File: config.mk
export PLATFORM = sky130hd
export DESIGN_NAME = fetch_queue
export DESIGN_NICKNAME = d
export VERILOG_FILES = /design/src/rtl/fetch_queue.sv
export SDC_FILE = /design/constraint.sdc
export NUM_CORES = 1
export LEC_CHECK = 0
export CORE_MARGIN = 3
export CORE_UTILIZATION = 50
export CTS_CLUSTER_DIAMETER = 60
export DETAILED_ROUTE_END_ITERATION = 7
export PLACE_DENSITY_LB_ADDON = 0.15
export SYNTH_ARGS = -nofsm -noshare
export SYNTH_HDL_FRONTEND = slang
export SYNTH_SLANG_ARGS = --single-unit
File: constraint.sdc
create_clock -name clk -period 5.8 [get_ports clk]
set_input_delay 1.16 -clock clk [delete_from_list [all_inputs] [get_ports clk]]
set_output_delay 1.16 -clock clk [all_outputs]
set_load 0.005 [all_outputs]
File: src/rtl/fetch_queue.sv
// fetch_queue
//   Instruction prefetch buffer that sits between the fetch stage and the
//   decode stage of the pipelined RV32I core. {pc, instruction} pairs are
//   queued in a circular buffer and handed to decode in order over a
//   valid/ready handshake. A branch/jump flush discards everything buffered.
//
// Ports
//   clk          rising-edge clock for all state
//   rst          synchronous active-high reset
//   fetch_valid  fetch side presents a {fetch_pc, fetch_instr} pair
//   fetch_pc     PC of the fetched instruction
//   fetch_instr  fetched instruction word
//   fetch_en     queue can accept this cycle; drives the PC register enable
//   flush        branch/jump redirect, drops all entries
//   dec_valid    head entry is valid for decode
//   dec_pc       PC of the head entry (0 when dec_valid is low)
//   dec_instr    instruction of the head entry (0 when dec_valid is low)
//   dec_ready    decode consumes the head entry this cycle
//   count        number of occupied entries
module fetch_queue #(
  parameter int DEPTH = 4,
  parameter int XLEN  = 32
) (
  input  logic                   clk,
  input  logic                   rst,
  input  logic                   fetch_valid,
  input  logic [XLEN-1:0]        fetch_pc,
  input  logic [XLEN-1:0]        fetch_instr,
  output logic                   fetch_en,
  input  logic                   flush,
  output logic                   dec_valid,
  output logic [XLEN-1:0]        dec_pc,
  output logic [XLEN-1:0]        dec_instr,
  input  logic                   dec_ready,
  output logic [$clog2(DEPTH):0] count
);

  localparam int AW = $clog2(DEPTH);
  localparam int CW = AW + 1;
  localparam logic [CW-1:0] FULL_COUNT = CW'(DEPTH);

  logic [XLEN-1:0] pc_mem_q    [DEPTH];
  logic [XLEN-1:0] pc_mem_d    [DEPTH];
  logic [XLEN-1:0] instr_mem_q [DEPTH];
  logic [XLEN-1:0] instr_mem_d [DEPTH];

  logic [AW-1:0] wr_ptr_q, wr_ptr_d;
  logic [AW-1:0] rd_ptr_q, rd_ptr_d;
  logic [CW-1:0] count_q, count_d;

  logic push;
  logic pop;

  // Handshake qualifiers. fetch_en deliberately ignores dec_ready so the PC
  // enable never depends on the decode stage in the same cycle, and it drops
  // during a flush so the PC can take its redirect target instead.
  always_comb begin
    dec_valid = (count_q != '0);
    fetch_en  = (count_q != FULL_COUNT) && !flush;
    push      = fetch_valid && fetch_en;
    pop       = dec_valid && dec_ready;
  end

  // Head entry is presented straight from storage; zeros when empty so decode
  // never sees stale words from a previously drained slot.
  always_comb begin
    dec_pc    = '0;
    dec_instr = '0;
    if (dec_valid) begin
      dec_pc    = pc_mem_q[rd_ptr_q];
      dec_instr = instr_mem_q[rd_ptr_q];
    end
  end

  assign count = count_q;

  // Pointer and occupancy update. Pointers are AW bits wide, so the +1 wraps
  // DEPTH-1 -> 0 for free because DEPTH is a power of two.
  always_comb begin
    wr_ptr_d = wr_ptr_q;
    rd_ptr_d = rd_ptr_q;
    count_d  = count_q;
    if (flush) begin
      wr_ptr_d = '0;
      rd_ptr_d = '0;
      count_d  = '0;
    end else begin
      if (push) begin
        wr_ptr_d = wr_ptr_q + 1'b1;
      end
      if (pop) begin
        rd_ptr_d = rd_ptr_q + 1'b1;
      end
      if (push && !pop) begin
        count_d = count_q + 1'b1;
      end else if (pop && !push) begin
        count_d = count_q - 1'b1;
      end
    end
  end

  // Storage write. push already excludes flush through fetch_en, so data
  // presented in a flush cycle is never captured.
  always_comb begin
    pc_mem_d    = pc_mem_q;
    instr_mem_d = instr_mem_q;
    if (push) begin
      pc_mem_d[wr_ptr_q]    = fetch_pc;
      instr_mem_d[wr_ptr_q] = fetch_instr;
    end
  end

  always_ff @(posedge clk) begin
    if (rst) begin
      wr_ptr_q <= '0;
      rd_ptr_q <= '0;
      count_q  <= '0;
    end else begin
      wr_ptr_q <= wr_ptr_d;
      rd_ptr_q <= rd_ptr_d;
      count_q  <= count_d;
    end
  end

  // Entry contents survive reset; dec_* masking makes them invisible anyway.
  always_ff @(posedge clk) begin
    pc_mem_q    <= pc_mem_d;
    instr_mem_q <= instr_mem_d;
  end

endmodule

After elaboration in Yosys (flattened, before gate mapping) --
Cells that the tools add are included.
Word-level totals: flip-flop bits (word level) 263, input port bits 69, output and inout bits 69, logic and storage cells 47
Operators by class: add/sub/neg operators 4, $lt $le $gt $ge 3, equal/unequal tests 1, muxes and demuxes 14, bitwise logic cells 2, reductions and logical operators 12
Operators with widths (number):
- bitwise mux 128 bit | 2
- 2-to-1 mux 32 bit | 7
- binary-select mux 32 bit (select 2 bit) | 2
- demux 32 bit (select 2 bit) | 1
- greater-or-equal comparator 3 bit (second input constant) | 2
- logical AND 1 bit | 6
- 2-to-1 mux 3 bit | 2
- inverter 2 -> 3 bit | 2
- adder 2 x 1 -> 2 bit (second input constant) | 2
- adder 3 x 1 -> 3 bit (second input constant) | 1
- logical NOT 1 bit | 3
- < comparator 3 x 1 -> 1 bit (second input constant) | 1
- != test 3 bit (second input constant) | 1
- nonzero test 3 bit | 1
- subtractor 3 x 1 -> 3 bit (second input constant) | 1
- nonzero test 2 bit | 1
- OR reduction 2 bit | 1

Logic depth before layout (Yosys ltp) --
word-level depth 7, mapped depth 9, depth with buffers taken out 8

Least setup slack after synthesis --
Ideal clock, no wire load.
path type input -> register, start point input fetch_valid, end point register instr_mem_q[0] (netlist bit), enable pin, setup time 0.429 ns, arrival 3.073 ns, required time 5.371 ns, slack 2.298 ns, stages 2, path buffers 0, path through nor2b_1 and3_1
Between the ends: longest elaborated chain between the ends 1
Ends and longest elaborated chain:
- from (decl) | RTL line 26 | input logic fetch_valid,
- logical AND 1 bit | RTL line 60 | push = fetch_valid && fetch_en;
- to (signal assigned) | RTL line 128 | instr_mem_q <= instr_mem_d;
- to (decl) | RTL line 44 | logic [XLEN-1:0] instr_mem_q [DEPTH];
Every way passes these cells. A chain may end at the register's enable or synchronous reset.

Worst setup path in the final report --
start point register rd_ptr_q[0], end point output dec_pc[2]
Between the ends: longest elaborated chain between the ends 5
Ends and longest elaborated chain:
- from (decl) | RTL line 48 | logic [AW-1:0] rd_ptr_q, rd_ptr_d;
- from (signal assigned) | RTL line 120 | rd_ptr_q <= rd_ptr_d;
- inverter 2 -> 3 bit (not written as such) | RTL line 70 | dec_pc = pc_mem_q[rd_ptr_q];
- binary-select mux 32 bit (select 2 bit) | RTL line 70
- 2-to-1 mux 32 bit (not written as such) (2 in series) | RTL line 70
- 2-to-1 mux 32 bit | RTL line 69 | if (dec_valid) begin
- to (decl) | RTL line 32 | output logic [XLEN-1:0] dec_pc,
Every way passes these cells. The select of a mux whose other input is x is not followed.

==> results_dict.tcl <==
set metrics [dict create \
    status "finished, final reports clean" \
    crit_chain "buf_4, mux4_2, and2_1, clkdlybuf4s50_1" \
    tns_ns 0 \
    finalCritPeriodShare_pct 72.90 \
    crit_path_end_kind "output pin" \
    cts_setup_buffers 0 \
    synth_compound_area_share_pct 0.5080 \
    finClkSkew_ns 0.009467 \
    reg2reg_slack_ns 3.44 \
    worst_slew_pin_slew_ns 1.042 \
    syn_nets 528 \
    fin_nets 675 \
    ff2ff_path_depth 8 \
    grt_antenna_before_repair 1 \
    synthSimpleGateAreaFrac_pct 4.993 \
    timing.rr.start "count[0]" \
    grt_pass1_wl_mm 28.86 \
    synth_top_cell_by_area "edfxtp_1" \
    netlist_area_mm2 0.01010 \
    fillers 1400 \
    yosysTopAreaCellShare_pct 76.12 \
    synthesis.instances 453 \
    gp_congestion 0.7176 \
    critPathRequiredTime_ns 4.64 \
    via_per_inst 5.368 \
    final_cell_mix "edfxtp_1, clkdlybuf4s50_1, mux4_2, and2_1, clkbuf_16" \
    synth_adder_area_share_pct 0.8177 \
    yosys-mux-area-fraction_pct 14.37 \
    cap_violations 0 \
    hold_buffers 0 \
    cts_tree "done" \
    port_buffers 137 \
    avgRoutedWirePerCell_um 20.86 \
    combPwrFrac_pct 7.9 \
    regArea_mm2 0.007835 \
    ys_seq_elements 263 \
    ys_seq_area_share_pct 77.51 \
    grt_max_degree 66 \
    num_rows 51 \
    ir_drop_mv 0.2564 \
    synth_top_family_by_area "multiplexers" \
    layout_setup_ws_ns 1.572 \
    p_int_uw 3272 \
    ys_warn_count 0 \
    cts_buffers 28 \
    chipHeight_um 148.1 \
    final.min_clock_period_ns 4.228 \
    start_util_pct 51.38 \
    seq_power_share_pct 52.2 \
    p_leak_uw 0.003963 \
    min_path_cells 2 \
    worstPathMaxFanout 51 \
    cts.sink_count 263 \
    clkLatencyLatePin_ns 0.52 \
    rsz0062_at_grt "false" \
    synth-xor-area-share_pct 0.3469 \
    worstSetupStartpointType "flip-flop" \
    critical_path_class "flip-flop to output pin" \
    drcViolationCount 0 \
    clkPwrFrac_pct 39.9 \
    cp-startpoint "rd_ptr_q[0]" \
    area_growth_pct 24.53 \
    drive_gt1_share_pct 18.90 \
    power_switching_share_pct 20.08 \
    wl_mm 18.44 \
    report.final.slew_viol_count 0 \
    multiInputGateArea_mm2 0.002146 \
    cts_root_buffer "clkbuf_16" \
    p_switching_uw 822.3 \
    synth_cell_type_count 28 \
    critPathCapture "dec_pc[2]" \
    final_hold_viol_count 0 \
    rr_endpoint "count[2]" \
    drtIter0Drc 294 \
    syn-mean-instance-area_um2 22.29 \
    clk_pin_slew_ns 0.06 \
    ctsResizeCount 0 \
    hp-class "flip-flop to flip-flop" \
    async_flop_share_pct 0 \
    synth-edff-count 256 \
    cp.arrival_ns 3.07 \
    grt_overflow 0 \
    final_common_cell "edfxtp_1" \
    drtPass1Iterations 4 \
    synth.area.top_cells "edfxtp_1, mux4_2, and2_1" \
    num_antenna_cells 0 \
    cts_buffer_depth 3 \
    holdCritStartpoint "count[2]" \
    vias 4745 \
    antenna_left 0 \
    max_freq_ghz 0.2365 \
    pwr_density_cell_mw_per_mm2 325.6 \
    die_area_mm2 0.02194 \
    core_mm2 0.01965 \
    io_pins 138 \
    dpl.hpwl_mm 10.18 \
    grt_use_total_pct 16.96 \
    relSlewSlack_pct 30.54 \
    crit_slowest_cell "dfxtp_4" \
    ys.flop_type "edfxtp_1" \
    die-width_um 148.1 \
    critPathMaxStageDelay_ns 1.05 \
    place_ws_ns 1.991 \
    cts_max_level 1 \
    grt_pass1_vias 5261 \
    setup_viol 0 \
]
stage by stage:
step	power [uW]	instance area [um2]	util (%)	instances	hold WS, ns
2_1_floorplan	2307	10100	-	453	0.5117
3_3_place_gp	2503	11720	59.62	835	0.5353
3_5_place_dp	2510	11720	59.62	835	0.5527
4_1_cts	4146	12580	63.99	884	0.5627
5_1_grt	4249	12580	63.99	884	0.6087
6_report	4095	12580	63.99	884	0.5639
state kept, by name, indices dropped and copies added, names as in the netlist:
name	count
instr_mem_q	128
pc_mem_q	128
count	3
rd_ptr_q	2
wr_ptr_q	2
worst max-delay path, delay by kind of cell, from the launching register on:
family | cells | cell delay, ns
buffers and inverters | 2 | 0.82
multiplexers | 1 | 0.51
flip-flops | 1 | 1.05
AND/OR/NAND/NOR | 1 | 0.17
logic make-up after synthesis:
family	Yosys count
xor+xnor	4
simple gates	82
buf+inv	26
compound gates	7
mux	65
fa+ha+maj	6
flops	263
power groups by stage:
stage	logic [uW]	registers, uW	clock network, uW
detailed placement	330	2180	0
global route	352	2140	1760
CTS	333	2140	1670
finish	324	2140	1630
floorplan	138	2170	0
global placement	326	2180	0
worst min-delay path by stage:
stage	to
after floorplan	count[2]
final	count[2]
after CTS	count[2]
after detailed placement	count[2]
after global routing	wr_ptr_q[1]
after global placement	wr_ptr_q[1]
cell usage after synthesis, drive strengths merged (2+ instances only):
library cell,number
inv,3
nor2b,2
mux4,64
edfxtp,256
o31ai,2
and3,4
clkbuf,10
or3,2
nor2,5
and2,65
xor2,4
dfxtp,7
ha,5
buf,13
a21oi,2
metal layers:
metal | vias to the layer above | share of wire [%] | routed length, um | track usage, %
met3 | 33 | 6.6 | 1212 | 4.022
met1 | 2443 | 40 | 7434 | 22.40
met2 | 130 | 51 | 9430 | 29.07
met4 | 2 | 1.9 | 346 | 4.018
met5 | - | 0.060 | 11 | 0
li1 | 2137 | - | - | -
area by class of cell:
type	count	share of cell area, %
sequential	263	62.30
clock inverter	15	0.9054
timing repair buffer	140	11.08
tap	265	2.637
clock buffer	34	5.920
inverter	3	0.08954
multi-input combinational	164	17.06
No activity file was read; power rests on OpenSTA's default activity.
